### src/rtl/l2_cfg_master_if.sv
// l2_cfg_master_if: command, response and TL-UL A/D channel bundle for l2_cfg_master
interface l2_cfg_master_if #(
  parameter int TL_RS = 3
);
  logic              cmd_valid;
  logic              cmd_ready;
  logic              cmd_write;
  logic [3:0]        cmd_address;
  logic [3:0]        cmd_mask;
  logic [31:0]       cmd_data;
  logic              rsp_valid;
  logic [31:0]       rsp_data;
  logic              rsp_error;
  logic              rsp_timeout;
  logic [2:0]        l2_a_opcode;
  logic [2:0]        l2_a_param;
  logic [3:0]        l2_a_size;
  logic [TL_RS-1:0]  l2_a_source;
  logic [3:0]        l2_a_address;
  logic [3:0]        l2_a_mask;
  logic [31:0]       l2_a_data;
  logic              l2_a_corrupt;
  logic              l2_a_valid;
  logic              l2_a_ready;
  logic [2:0]        l2_d_opcode;
  logic [1:0]        l2_d_param;
  logic [3:0]        l2_d_size;
  logic [TL_RS-1:0]  l2_d_source;
  logic              l2_d_denied;
  logic [31:0]       l2_d_data;
  logic              l2_d_corrupt;
  logic              l2_d_valid;
  logic              l2_d_ready;
  modport master (
    input  cmd_valid, cmd_write, cmd_address, cmd_mask, cmd_data,
    output cmd_ready, rsp_valid, rsp_data, rsp_error, rsp_timeout,
    output l2_a_opcode, l2_a_param, l2_a_size, l2_a_source, l2_a_address,
    output l2_a_mask, l2_a_data, l2_a_corrupt, l2_a_valid,
    input  l2_a_ready,
    input  l2_d_opcode, l2_d_param, l2_d_size, l2_d_source, l2_d_denied,
    input  l2_d_data, l2_d_corrupt, l2_d_valid,
    output l2_d_ready
  );
  modport slave (
    output cmd_valid, cmd_write, cmd_address, cmd_mask, cmd_data,
    input  cmd_ready, rsp_valid, rsp_data, rsp_error, rsp_timeout,
    input  l2_a_opcode, l2_a_param, l2_a_size, l2_a_source, l2_a_address,
    input  l2_a_mask, l2_a_data, l2_a_corrupt, l2_a_valid,
    output l2_a_ready,
    output l2_d_opcode, l2_d_param, l2_d_size, l2_d_source, l2_d_denied,
    output l2_d_data, l2_d_corrupt, l2_d_valid,
    input  l2_d_ready
  );
endinterface

### src/rtl/l2_cfg_master.sv
// l2_cfg_master: single-outstanding TL-UL master turning 32-bit config commands into Get/Put transactions
module l2_cfg_master #(
  parameter int TL_RS     = 3,
  parameter int SOURCE_ID = 0,
  parameter int TIMEOUT   = 255
) (
  input logic              l2_clock_i,
  input logic              l2_reset_i,
  l2_cfg_master_if.master  bus
);
  typedef enum logic [1:0] {IDLE, A_SEND, D_WAIT, DRAIN} state_t;
  localparam logic [TL_RS-1:0] SRC = TL_RS'(SOURCE_ID);
  state_t      state;
  logic [15:0] cnt;
  logic        d_err;
  logic        unused_d;
  assign bus.cmd_ready    = state == IDLE;
  assign bus.l2_a_valid   = state == A_SEND;
  assign bus.l2_d_ready   = state == D_WAIT || state == DRAIN;
  assign bus.l2_a_param   = 3'd0;
  assign bus.l2_a_corrupt = 1'b0;
  assign unused_d         = ^{bus.l2_d_param, bus.l2_d_size};
  // a Get must be answered by AccessAckData (1), a Put by AccessAck (0)
  assign d_err = bus.l2_d_denied | bus.l2_d_corrupt | (bus.l2_d_source != SRC) |
                 (bus.l2_d_opcode != (bus.l2_a_opcode == 3'd4 ? 3'd1 : 3'd0));
  // transaction FSM; A fields only load in IDLE so they stay frozen while a_valid is high
  always_ff @(posedge l2_clock_i) begin
    if (l2_reset_i) begin
      state            <= IDLE;
      cnt              <= '0;
      bus.rsp_valid    <= 1'b0;
      bus.rsp_error    <= 1'b0;
      bus.rsp_timeout  <= 1'b0;
      bus.rsp_data     <= '0;
      bus.l2_a_opcode  <= '0;
      bus.l2_a_size    <= '0;
      bus.l2_a_source  <= '0;
      bus.l2_a_address <= '0;
      bus.l2_a_mask    <= '0;
      bus.l2_a_data    <= '0;
    end else begin
      bus.rsp_valid   <= 1'b0;
      bus.rsp_error   <= 1'b0;
      bus.rsp_timeout <= 1'b0;
      bus.rsp_data    <= '0;
      case (state)
        IDLE: if (bus.cmd_valid) begin
          if (bus.cmd_address[1:0] != 2'b00) begin
            bus.rsp_valid <= 1'b1;
            bus.rsp_error <= 1'b1;
          end else begin
            bus.l2_a_opcode  <= !bus.cmd_write ? 3'd4 : (bus.cmd_mask == 4'hF ? 3'd0 : 3'd1);
            bus.l2_a_size    <= 4'd2;
            bus.l2_a_source  <= SRC;
            bus.l2_a_address <= bus.cmd_address;
            bus.l2_a_mask    <= bus.cmd_write ? bus.cmd_mask : 4'hF;
            bus.l2_a_data    <= bus.cmd_write ? bus.cmd_data : 32'd0;
            state            <= A_SEND;
          end
        end
        A_SEND: if (bus.l2_a_ready) begin
          cnt   <= '0;
          state <= D_WAIT;
        end
        D_WAIT: if (bus.l2_d_valid) begin
          bus.rsp_valid <= 1'b1;
          bus.rsp_data  <= bus.l2_d_opcode == 3'd1 ? bus.l2_d_data : 32'd0;
          bus.rsp_error <= d_err;
          state         <= IDLE;
        end else if (cnt == 16'(TIMEOUT)) begin
          bus.rsp_valid   <= 1'b1;
          bus.rsp_error   <= 1'b1;
          bus.rsp_timeout <= 1'b1;
          state           <= DRAIN;
        end else begin
          cnt <= cnt + 16'd1;
        end
        DRAIN: if (bus.l2_d_valid) state <= IDLE;
        default: state <= IDLE;
      endcase
    end
  end
endmodule

### src/flat_wrapper.sv
// flat-port wrapper written by rule: the top's interface ports become plain ports
module l2_cfg_master_flat 
#(
  parameter int TL_RS     = 3,
  parameter int SOURCE_ID = 0,
  parameter int TIMEOUT   = 255
)
  (l2_clock_i, l2_reset_i, bus_cmd_valid, bus_cmd_write, bus_cmd_address, bus_cmd_mask, bus_cmd_data, bus_cmd_ready, bus_rsp_valid, bus_rsp_data, bus_rsp_error, bus_rsp_timeout, bus_l2_a_opcode, bus_l2_a_param, bus_l2_a_size, bus_l2_a_source, bus_l2_a_address, bus_l2_a_mask, bus_l2_a_data, bus_l2_a_corrupt, bus_l2_a_valid, bus_l2_a_ready, bus_l2_d_opcode, bus_l2_d_param, bus_l2_d_size, bus_l2_d_source, bus_l2_d_denied, bus_l2_d_data, bus_l2_d_corrupt, bus_l2_d_valid, bus_l2_d_ready);
  l2_cfg_master_if #(.TL_RS(TL_RS)) bus_i ();
  input logic l2_clock_i;
  input logic l2_reset_i;
  input wire logic [$bits(bus_i.cmd_valid)-1:0] bus_cmd_valid;
  input wire logic [$bits(bus_i.cmd_write)-1:0] bus_cmd_write;
  input wire logic [$bits(bus_i.cmd_address)-1:0] bus_cmd_address;
  input wire logic [$bits(bus_i.cmd_mask)-1:0] bus_cmd_mask;
  input wire logic [$bits(bus_i.cmd_data)-1:0] bus_cmd_data;
  output wire logic [$bits(bus_i.cmd_ready)-1:0] bus_cmd_ready;
  output wire logic [$bits(bus_i.rsp_valid)-1:0] bus_rsp_valid;
  output wire logic [$bits(bus_i.rsp_data)-1:0] bus_rsp_data;
  output wire logic [$bits(bus_i.rsp_error)-1:0] bus_rsp_error;
  output wire logic [$bits(bus_i.rsp_timeout)-1:0] bus_rsp_timeout;
  output wire logic [$bits(bus_i.l2_a_opcode)-1:0] bus_l2_a_opcode;
  output wire logic [$bits(bus_i.l2_a_param)-1:0] bus_l2_a_param;
  output wire logic [$bits(bus_i.l2_a_size)-1:0] bus_l2_a_size;
  output wire logic [$bits(bus_i.l2_a_source)-1:0] bus_l2_a_source;
  output wire logic [$bits(bus_i.l2_a_address)-1:0] bus_l2_a_address;
  output wire logic [$bits(bus_i.l2_a_mask)-1:0] bus_l2_a_mask;
  output wire logic [$bits(bus_i.l2_a_data)-1:0] bus_l2_a_data;
  output wire logic [$bits(bus_i.l2_a_corrupt)-1:0] bus_l2_a_corrupt;
  output wire logic [$bits(bus_i.l2_a_valid)-1:0] bus_l2_a_valid;
  input wire logic [$bits(bus_i.l2_a_ready)-1:0] bus_l2_a_ready;
  input wire logic [$bits(bus_i.l2_d_opcode)-1:0] bus_l2_d_opcode;
  input wire logic [$bits(bus_i.l2_d_param)-1:0] bus_l2_d_param;
  input wire logic [$bits(bus_i.l2_d_size)-1:0] bus_l2_d_size;
  input wire logic [$bits(bus_i.l2_d_source)-1:0] bus_l2_d_source;
  input wire logic [$bits(bus_i.l2_d_denied)-1:0] bus_l2_d_denied;
  input wire logic [$bits(bus_i.l2_d_data)-1:0] bus_l2_d_data;
  input wire logic [$bits(bus_i.l2_d_corrupt)-1:0] bus_l2_d_corrupt;
  input wire logic [$bits(bus_i.l2_d_valid)-1:0] bus_l2_d_valid;
  output wire logic [$bits(bus_i.l2_d_ready)-1:0] bus_l2_d_ready;
  assign bus_i.cmd_valid = bus_cmd_valid;
  assign bus_i.cmd_write = bus_cmd_write;
  assign bus_i.cmd_address = bus_cmd_address;
  assign bus_i.cmd_mask = bus_cmd_mask;
  assign bus_i.cmd_data = bus_cmd_data;
  assign bus_cmd_ready = bus_i.cmd_ready;
  assign bus_rsp_valid = bus_i.rsp_valid;
  assign bus_rsp_data = bus_i.rsp_data;
  assign bus_rsp_error = bus_i.rsp_error;
  assign bus_rsp_timeout = bus_i.rsp_timeout;
  assign bus_l2_a_opcode = bus_i.l2_a_opcode;
  assign bus_l2_a_param = bus_i.l2_a_param;
  assign bus_l2_a_size = bus_i.l2_a_size;
  assign bus_l2_a_source = bus_i.l2_a_source;
  assign bus_l2_a_address = bus_i.l2_a_address;
  assign bus_l2_a_mask = bus_i.l2_a_mask;
  assign bus_l2_a_data = bus_i.l2_a_data;
  assign bus_l2_a_corrupt = bus_i.l2_a_corrupt;
  assign bus_l2_a_valid = bus_i.l2_a_valid;
  assign bus_i.l2_a_ready = bus_l2_a_ready;
  assign bus_i.l2_d_opcode = bus_l2_d_opcode;
  assign bus_i.l2_d_param = bus_l2_d_param;
  assign bus_i.l2_d_size = bus_l2_d_size;
  assign bus_i.l2_d_source = bus_l2_d_source;
  assign bus_i.l2_d_denied = bus_l2_d_denied;
  assign bus_i.l2_d_data = bus_l2_d_data;
  assign bus_i.l2_d_corrupt = bus_l2_d_corrupt;
  assign bus_i.l2_d_valid = bus_l2_d_valid;
  assign bus_l2_d_ready = bus_i.l2_d_ready;
  l2_cfg_master #(.TL_RS(TL_RS), .SOURCE_ID(SOURCE_ID), .TIMEOUT(TIMEOUT)) u_core (.l2_clock_i(l2_clock_i), .l2_reset_i(l2_reset_i), .bus(bus_i));
endmodule
### config.mk
export PLATFORM = sky130hd
export DESIGN_NAME = l2_cfg_master_flat
export DESIGN_NICKNAME = d
export VERILOG_FILES = /design/src/rtl/l2_cfg_master_if.sv /design/src/rtl/l2_cfg_master.sv /design/src/flat_wrapper.sv
export SDC_FILE = /design/constraint.sdc
export NUM_CORES = 1
export LEC_CHECK = 0
export CORE_MARGIN = 10
export CORE_UTILIZATION = 35
export CTS_CLUSTER_DIAMETER = 100
export DETAILED_ROUTE_END_ITERATION = 7
export GPL_TIMING_DRIVEN = 1
export PLACE_DENSITY = 0.79
export SKIP_CTS_REPAIR_TIMING = 1
export SLEW_MARGIN = 20
export SYNTH_ARGS = -nofsm -noshare
export SYNTH_HDL_FRONTEND = slang
export SYNTH_SLANG_ARGS = --single-unit
### constraint.sdc
create_clock -name l2_clock_i -period 2.2 [get_ports l2_clock_i]
set_clock_uncertainty 0.2 [all_clocks]
set_input_delay 0.33 -clock l2_clock_i [delete_from_list [all_inputs] [get_ports l2_clock_i]]
set_output_delay 0.33 -clock l2_clock_i [all_outputs]
set_load 0.02 [all_outputs]
Word level (Yosys, flattened, before mapping):

Index checks and enable logic that the tools add are counted.

* register bits: 97
* input port bits: 92
* output and inout port bits: 92
* logic and storage cells: 67

* $add $sub $neg: 1
* equality and inequality tests: 15
* multiplexer cells: 23
* bitwise operators: 7
* reduce and logical (&&, ||, !) cells: 10

Operator list (number)
* $mux W16: 3
* $mux W32: 1
* $pmux W16 S2: 1
* $add A16 B1 Y16 const B: 1
* $eq A16 B8 Y1 const B: 1
* $mux W2: 6
* $ne A2 B2 Y1 const B: 5
* $pmux W2 S4: 1
* $mux W1: 7
* $reduce_and A5 Y1: 1
* $eq A2 B2 Y1 const B: 2
* $eq A4 B4 Y1 const B: 1
* $mux W4: 1
* $not A1 Y1: 4
* $pmux W1 S2: 2
* $reduce_and A4 Y1: 1
* $reduce_bool A2 Y1: 2
* $reduce_or A4 Y1: 1
* $eq A3 B1 Y1 const B: 1
* $eq A3 B3 Y1 const B: 1
* $mux W3: 1
* $ne A3 B3 Y1: 1
* $ne A3 B3 Y1 const B: 1
* $or A1 B1 Y1: 3
* 7 further kinds: 7

Depth between registers and ports, before layout:

Gate-level depths: netlist (run 1).

* word-level depth: 6
* mapped depth: 6
* depth with buffers taken out: 5

Least setup slack after synthesis (run 1):

Ideal clock, no wire load.

* path type: register to register
* start point: register u_core.state[0]
* end point: register u_core.cnt[14]
* setup time: 0.072 ns
* arrival time: 1.761 ns
* required time: 1.928 ns
* slack: 0.167 ns
* cell stages (with the launch flop): 6
* path buffers: 1
* period minus slack after synthesis: 2.033 ns
* cells stage by stage: dfxtp_1 > buf_2 > nor2b_1 > nand2_1 > a2111oi_0 > mux2i_1

* longest elaborated chain between the ends: 3
* elaborated cells on any way between the ends: 8
* those cells by class: 5 x eq/ne; 1 x mux; 2 x reduce/logical

Ends and longest elaborated chain
* start, declared: RTL line l2_cfg_master.sv:13 `state_t state;`
* start signal, assigned: RTL line l2_cfg_master.sv:29 `state <= IDLE;`
* start signal, assigned: RTL line l2_cfg_master.sv:58 `state <= A_SEND;`
* start signal, assigned: RTL line l2_cfg_master.sv:63 `state <= D_WAIT;`
* $eq A2 B1 Y1 (*)
* named net bus_l2_a_valid: RTL line flat_wrapper.sv:30 `output wire logic [$bits(bus_i.l2_a_valid)-1:0] bus_l2_a_valid;`
* $ne A2 B1 Y1 (no source line) or $reduce_bool A2 Y1 (tied branches)
* $reduce_and A4 Y1 (no source line)
* end signal, assigned: RTL line l2_cfg_master.sv:76 `cnt <= cnt + 16'd1;`
* end, declared: RTL line l2_cfg_master.sv:14 `logic [15:0] cnt;`

Mark *: on every way through the listed nets, which the timed path passes. The rest lies on a longest branch.
A chain may end at the register's enable or synchronous reset.

Worst setup path after layout (run 1):

* start point: register u_core.state[1]
* end point: register u_core.bus.l2_a_data[4]

* longest elaborated chain between the ends: 2

Ends and longest elaborated chain
* $logic_not A2 Y1: RTL line l2_cfg_master.sv:46 `case (state)`
* $reduce_and A3 Y1 (no source line)
* end signal, assigned: RTL line l2_cfg_master.sv:57 `bus.l2_a_data <= bus.cmd_write ? bus.cmd_data : 32'd0;`
* end, declared: RTL line l2_cfg_master_if.sv:38 `output l2_a_mask, l2_a_data, l2_a_corrupt, l2_a_valid,`

Every way passes these cells.

==> impl_metrics.tcl, run 1 <==
set metrics [dict create \
    outcome "finished clean" \
    vdd_drop_max_uv 261 \
    h-tree-depth 3 \
    synth.distinct_cells 40 \
    synth_flop_cell "dfxtp_1" \
    min_period_ns 2.12 \
    total_power_mw 3.50 \
    cts_sinks 96 \
    rows 37 \
    clkLatencyLatePin_ns 0.36 \
    worstPathArrival_ns 2.14 \
    synth_seq_cells 96 \
    async_reset_ff_frac 0 \
    cp-startpoint "u_core.state[1]" \
    vias 3589 \
    drtIter0Drc 144 \
    synth_commonest_cells "96 x dfxtp_1, 49 x a21oi_1, 48 x nand2_1" \
    synth_cells 407 \
    p_sw_mw 0.853 \
    dieHeight_microns 122 \
    slew_headroom 0.644 \
    io_pins 184 \
    design_area_sq_mm 0.00581 \
    ys_seq_area_frac 0.523 \
    drive_gt1_frac 0.0840 \
    fin_util 0.566 \
    ff2ff_setup_slack_ns 0.08 \
    antenna_found_initial 0 \
    hp-class "input port to flop" \
    wl_microns 11600 \
    p_per_area_mw_per_mm2 602 \
    synth_top_area_frac 0.523 \
    drcViolationCount 0 \
    nNetsFinal 671 \
    hold_violations 0 \
    cts.path.max_buffers 2 \
    rr_startpoint "u_core.state[1]" \
    rr_endpoint "u_core.bus.l2_a_data[4]" \
    critPathSlowestCell "or4_1" \
    power.share.sequential 0.507 \
    placement.cell_area_sq_mm 0.00556 \
    fill_cells 921 \
    hpwl_microns 8950 \
    grt_pass1_vias 3593 \
    reg2regPathDepth 7 \
    coreArea_sq_mm 0.0103 \
    path_common_cell "buf_4" \
    seq_area_sq_mm 0.00192 \
    cp_top_family "simple AND/OR/NAND/NOR gates" \
    grt_pass1_wl_microns 18100 \
    numPortBuffers 166 \
    cap_violations 0 \
    dr.pass1.iters 4 \
    start_util 0.357 \
    rsz0062_at_grt "false" \
    overflow 0 \
    synth_edf_count 0 \
    synth_area_leaders "dfxtp_1 52%, a21oi_1 6.7%, nand3_1 5.6%" \
    fp.dieW_microns 122 \
    crit_chain "buf_4 > nand2b_1 > or4_1 > buf_4 > buf_12 > nand2_1 > a21oi_1" \
    dieArea_sq_mm 0.0150 \
    cp-end-kind "flop" \
    yosysTopAreaCell "dfxtp_1" \
    fin_crit_sh 0.962 \
    hold-path-cell-count 3 \
    grtUsageTotal 0.149 \
    path_depth 7 \
    syn2layout_area_growth_pct 58.3 \
    cpPeakStageDelay_ns 0.47 \
    viasPerCell 4.98 \
    avgRoutedWirePerCell_microns 16.2 \
    yosysMostFrequentCell "dfxtp_1" \
    power_leakage_nw 2.05 \
    cts_tree "built" \
    ant_nets 0 \
    required_ns 2.22 \
    p_comb_frac 0.112 \
    grt_max_degree 50 \
    cts.reportedPaths.clkPinSlew_ns 0.10 \
    crit_fanout 27 \
    cts_made_buffers 9 \
    crit_buf_inv 3 \
    yosysWarnings 0 \
    syn-cell-area_sq_mm 0.00367 \
    setup_viol 0 \
    start_kind "flop" \
    multiInputGateArea_sq_mm 0.00159 \
    clock.fmax_mhz 473 \
    routabilityCongestion 0.850 \
    avgSynthCellArea_sq_um 9.02 \
    p_int_mw 2.65 \
    clockRootBuffer "clkbuf_8" \
    final_max_slew_viol_count 0 \
    clkPwrFrac 0.381 \
    worstMarginPinSlew_ns 0.534 \
    endpoint "u_core.bus.l2_a_data[4]" \
    worst-setup-path-type "flop to flop" \
    switching_share 0.244 \
]
-- per-layer routing --
metal / GRT usage / wire length, microns
met1: 0.170 / 4660
met2: 0.241 / 5570
met3: 0.0689 / 1360
met4: 0.0515 / 36
met5: 0 / 0
-- worst register-to-register path: cells and delay by family, from the launching register on --
family | cells | cell delay [ns]
and+or+nand+nor | 3 | 0.77
DFF | 1 | 0.37
buffers and inverters | 3 | 0.57
AOI/OAI and AO/OA | 1 | 0.06
-- power by group through the flow --
stage,registers (mW),logic (mW),clock network [mW]
detailed placement,1.81,0.394,0
CTS,1.77,0.396,1.38
global route,1.78,0.424,1.43
finish,1.77,0.393,1.33
global placement,1.81,0.387,0
floorplan,1.84,0.130,0
-- state kept, by name, summed over array words and instances, names as in the netlist --
| register | count |
|---|---|
| u_core.bus.l2_a_opcode | 2 |
| u_core.bus.rsp_error | 1 |
| u_core.bus.l2_a_size | 1 |
| u_core.bus.l2_a_address | 4 |
| u_core.state | 2 |
| u_core.bus.rsp_data | 32 |
| u_core.bus.l2_a_mask | 4 |
| u_core.cnt | 16 |
| u_core.bus.rsp_valid | 1 |
| u_core.bus.l2_a_data | 32 |
| u_core.bus.rsp_timeout | 1 |
-- cell usage in the layout, fill, tap and decap left out, drive strengths merged, types with 3 or more instances in the layout --
| cell type | count |
|---|---|
| clkbuf | 9 |
| a211oi | 4 |
| and4 | 3 |
| dlymetal6s2s | 3 |
| o21ai | 5 |
| nand2b | 5 |
| nor3b | 7 |
| clkinv | 3 |
| o31ai | 7 |
| nand3 | 41 |
| clkdlybuf4s50 | 162 |
| conb | 11 |
| nor4 | 5 |
| nor2b | 3 |
| nor3 | 6 |
| inv | 6 |
| mux2i | 4 |
| nand2 | 48 |
| or3 | 7 |
| dfxtp | 96 |
| or4 | 11 |
| nor2 | 12 |
| nand4 | 7 |
| a21oi | 49 |
| and2 | 32 |
| buf | 24 |
-- layout make-up --
type / count / area share
Clock buffer: 9 / 0.0213
Clock inverter: 7 / 0.0196
Timing Repair Buffer: 189 / 0.322
Sequential cell: 96 / 0.331
Antenna cell: 1 / 0.000430
Inverter: 4 / 0.00258
Multi-Input combinational cell: 278 / 0.274
Tap cell: 136 / 0.0293
-- worst min path at each step --
stage                        startpoint                  endpoint  slack [ns]
3_5_place_dp    u_core.bus.l2_a_data[5]   u_core.bus.l2_a_data[5]        0.24
4_1_cts                      l2_reset_i            u_core.cnt[10]        0.14
5_1_grt                      l2_reset_i            u_core.cnt[14]        0.18
3_3_place_gp   u_core.bus.l2_a_data[14]  u_core.bus.l2_a_data[14]        0.24
6_report                     l2_reset_i            u_core.cnt[10]        0.16
2_1_floorplan            bus_l2_d_valid           u_core.state[0]        0.23
-- cells by family after synthesis --
| logic type | Yosys count | share of synthesized area |
|---|---|---|
| XOR/XNOR | 1 | 0.00239 |
| flip-flops | 96 | 0.523 |
| AND/OR/NAND/NOR | 190 | 0.288 |
| other | 1 | 0.00102 |
| multiplexers | 4 | 0.0109 |
| buffers and inverters | 43 | 0.0579 |
| adder cells (fa/ha/maj) | 1 | 0.00341 |
| AO/OA/AOI/OAI | 71 | 0.113 |
-- stage by stage --
step | TNS, ns | instances | setup WS (ns) | hold slack, ns
2_1_floorplan | 0 | 417 | 0.167 | 0.228
3_3_place_gp | -3.33 | 703 | -0.142 | 0.237
3_5_place_dp | -3.84 | 703 | -0.209 | 0.242
4_1_cts | -0.00187 | 719 | -0.00187 | 0.141
5_1_grt | 0 | 719 | 0.00148 | 0.178
6_report | 0 | 720 | 0.0838 | 0.160
No activity file was read; power rests on OpenSTA's default activity.
==> run 2: changes to the inputs <==
Clock period 2.2 ns to 2.55 ns, I/O delays scaled along.
==> run 2 against run 1 <==
Register-to-register slack improved by 0.39 ns. Highest routed layer unchanged. Critical path type is now flop to primary output. Non-clock buffer count fell by 12. Critical path depth fell by 5. Core utilization fell by 1.3 points.
==> impl_metrics.tcl, run 2 (same netlist as run 1, synthesis figures left out) <==
set metrics [dict create \
    start_kind "flop" \
    clock.fmax_mhz 416 \
    holdCritStartpoint "l2_reset_i" \
    setup_viol 0 \
    cts_made_buffers 9 \
    vias 3483 \
    cp-end-kind "primary output" \
    dieArea_sq_mm 0.0150 \
    numPortBuffers 166 \
    outcome "finished clean" \
    worstPathArrival_ns 1.82 \
    routabilityCongestion 0.888 \
    drive_gt1_frac 0.0648 \
    clockRootBuffer "clkbuf_8" \
    drcViolationCount 0 \
    min_period_ns 2.40 \
    required_ns 1.97 \
    grt_max_degree 45 \
    cts_tree "built" \
    slew_headroom 0.641 \
    wl_microns 11500 \
    drtIter0Drc 147 \
    rr_endpoint "u_core.bus.rsp_timeout" \
    antenna_found_initial 0 \
    fin_crit_sh 0.942 \
    avgRoutedWirePerCell_microns 16.3 \
    coreArea_sq_mm 0.0103 \
    fill_cells 916 \
    cap_violations 0 \
    grt_pass1_vias 3498 \
    fp.dieW_microns 122 \
    rows 37 \
    final_max_slew_viol_count 0 \
    power_leakage_nw 1.94 \
    worst-setup-path-type "flop to primary output" \
    reg2regPathDepth 3 \
    multiInputGateArea_sq_mm 0.00158 \
    cts.path.max_buffers 2 \
    dr.pass1.iters 5 \
    hold_violations 0 \
    h-tree-depth 3 \
    rsz0062_at_grt "false" \
    viasPerCell 4.93 \
    io_pins 184 \
    nNetsFinal 659 \
    cts_sinks 96 \
    ff2ff_setup_slack_ns 0.47 \
    antenna_cells 0 \
    top_regs "u_core.bus.l2_a_data (32), u_core.bus.rsp_data (32), u_core.cnt (16)" \
    hp-class "input port to flop" \
    seq_area_sq_mm 0.00192 \
    endpoint "bus_l2_a_valid" \
    vdd_drop_max_uv 264 \
    layout_common_cells "165 x clkdlybuf4s50_1, 96 x dfxtp_1, 49 x a21oi_1" \
    dieHeight_microns 122 \
    start_util 0.357 \
    syn2layout_area_growth_pct 54.5 \
    grtUsageTotal 0.149 \
    cp-startpoint "u_core.state[0]" \
    overflow 0 \
    hpwl_microns 8730 \
    fin_util 0.552 \
    p_per_area_mw_per_mm2 513 \
    crit_fanout 10 \
    tns_ns 0 \
    rr_startpoint "u_core.cnt[12]" \
    clkLatencyLatePin_ns 0.36 \
    ant_nets 0 \
    grt_pass1_wl_microns 18100 \
    final_common_cell "clkdlybuf4s50_1" \
    worstMarginPinSlew_ns 0.526 \
    cts.reportedPaths.clkPinSlew_ns 0.10 \
]
## run 2: worst max-delay path: stages, from the launching register on
cell and delay [ns]:
dfxtp_1 0.59, nor2b_1 0.23, clkdlybuf4s50_1 0.64
## run 2: worst min-delay path by stage
| stage | end | cells past startpoint | slack, ns |
|---|---|---|---|
| 6_report | u_core.cnt[0] | 2 | 0.08 |
| 4_1_cts | u_core.cnt[0] | 2 | 0.07 |
| 2_1_floorplan | u_core.cnt[15] | 2 | 0.24 |
| 5_1_grt | u_core.state[1] | 2 | 0.08 |
| 3_3_place_gp | u_core.bus.l2_a_data[19] | 2 | 0.24 |
| 3_5_place_dp | u_core.bus.l2_a_data[12] | 2 | 0.24 |
## run 2: metal layers
metal	global-route usage	share of wire	up-vias
li1	-	-	1717
met1	0.175	0.41	1590
met2	0.236	0.46	159
met3	0.0675	0.11	17
met4	0.0501	0.016	0
met5	0	0	-
## run 2: cell type report
cell class | instances | share of cell area
Clock buffer | 9 | 0.0218
Clock inverter | 7 | 0.0148
Inverter | 4 | 0.00265
Multi-Input combinational cell | 278 | 0.279
Sequential cell | 96 | 0.339
Tap cell | 136 | 0.0300
Timing Repair Buffer | 177 | 0.313
## run 2: where the power goes
group	internal, mW	leakage [nW]	switching (mW)
sequential	1.52	0.776	0.0132
combinational	0.185	1.06	0.145
clock	0.473	0.103	0.575
## run 2: per-stage QoR
| step | total power, mW | area (sq um) | hold WS, ns | std cells | setup WS [ns] |
|---|---|---|---|---|---|
| final | 2.91 | 5680 | 0.0801 | 707 | 0.148 |
| after detailed placement | 1.90 | 5470 | 0.243 | 691 | 0.178 |
| after global routing | 3.03 | 5680 | 0.0843 | 707 | 0.0186 |
| after floorplan | 1.70 | 3710 | 0.244 | 417 | 0.517 |
| after CTS | 2.95 | 5680 | 0.0661 | 707 | 0.117 |
| after global placement | 1.89 | 5470 | 0.238 | 691 | 0.225 |
==> run 3: changes to the inputs <==
Settings changed: GPL_ROUTABILITY_DRIVEN from default to 0.
==> results of run 3 <==
Final layout, timing and power as in run 2 (identical DEF).
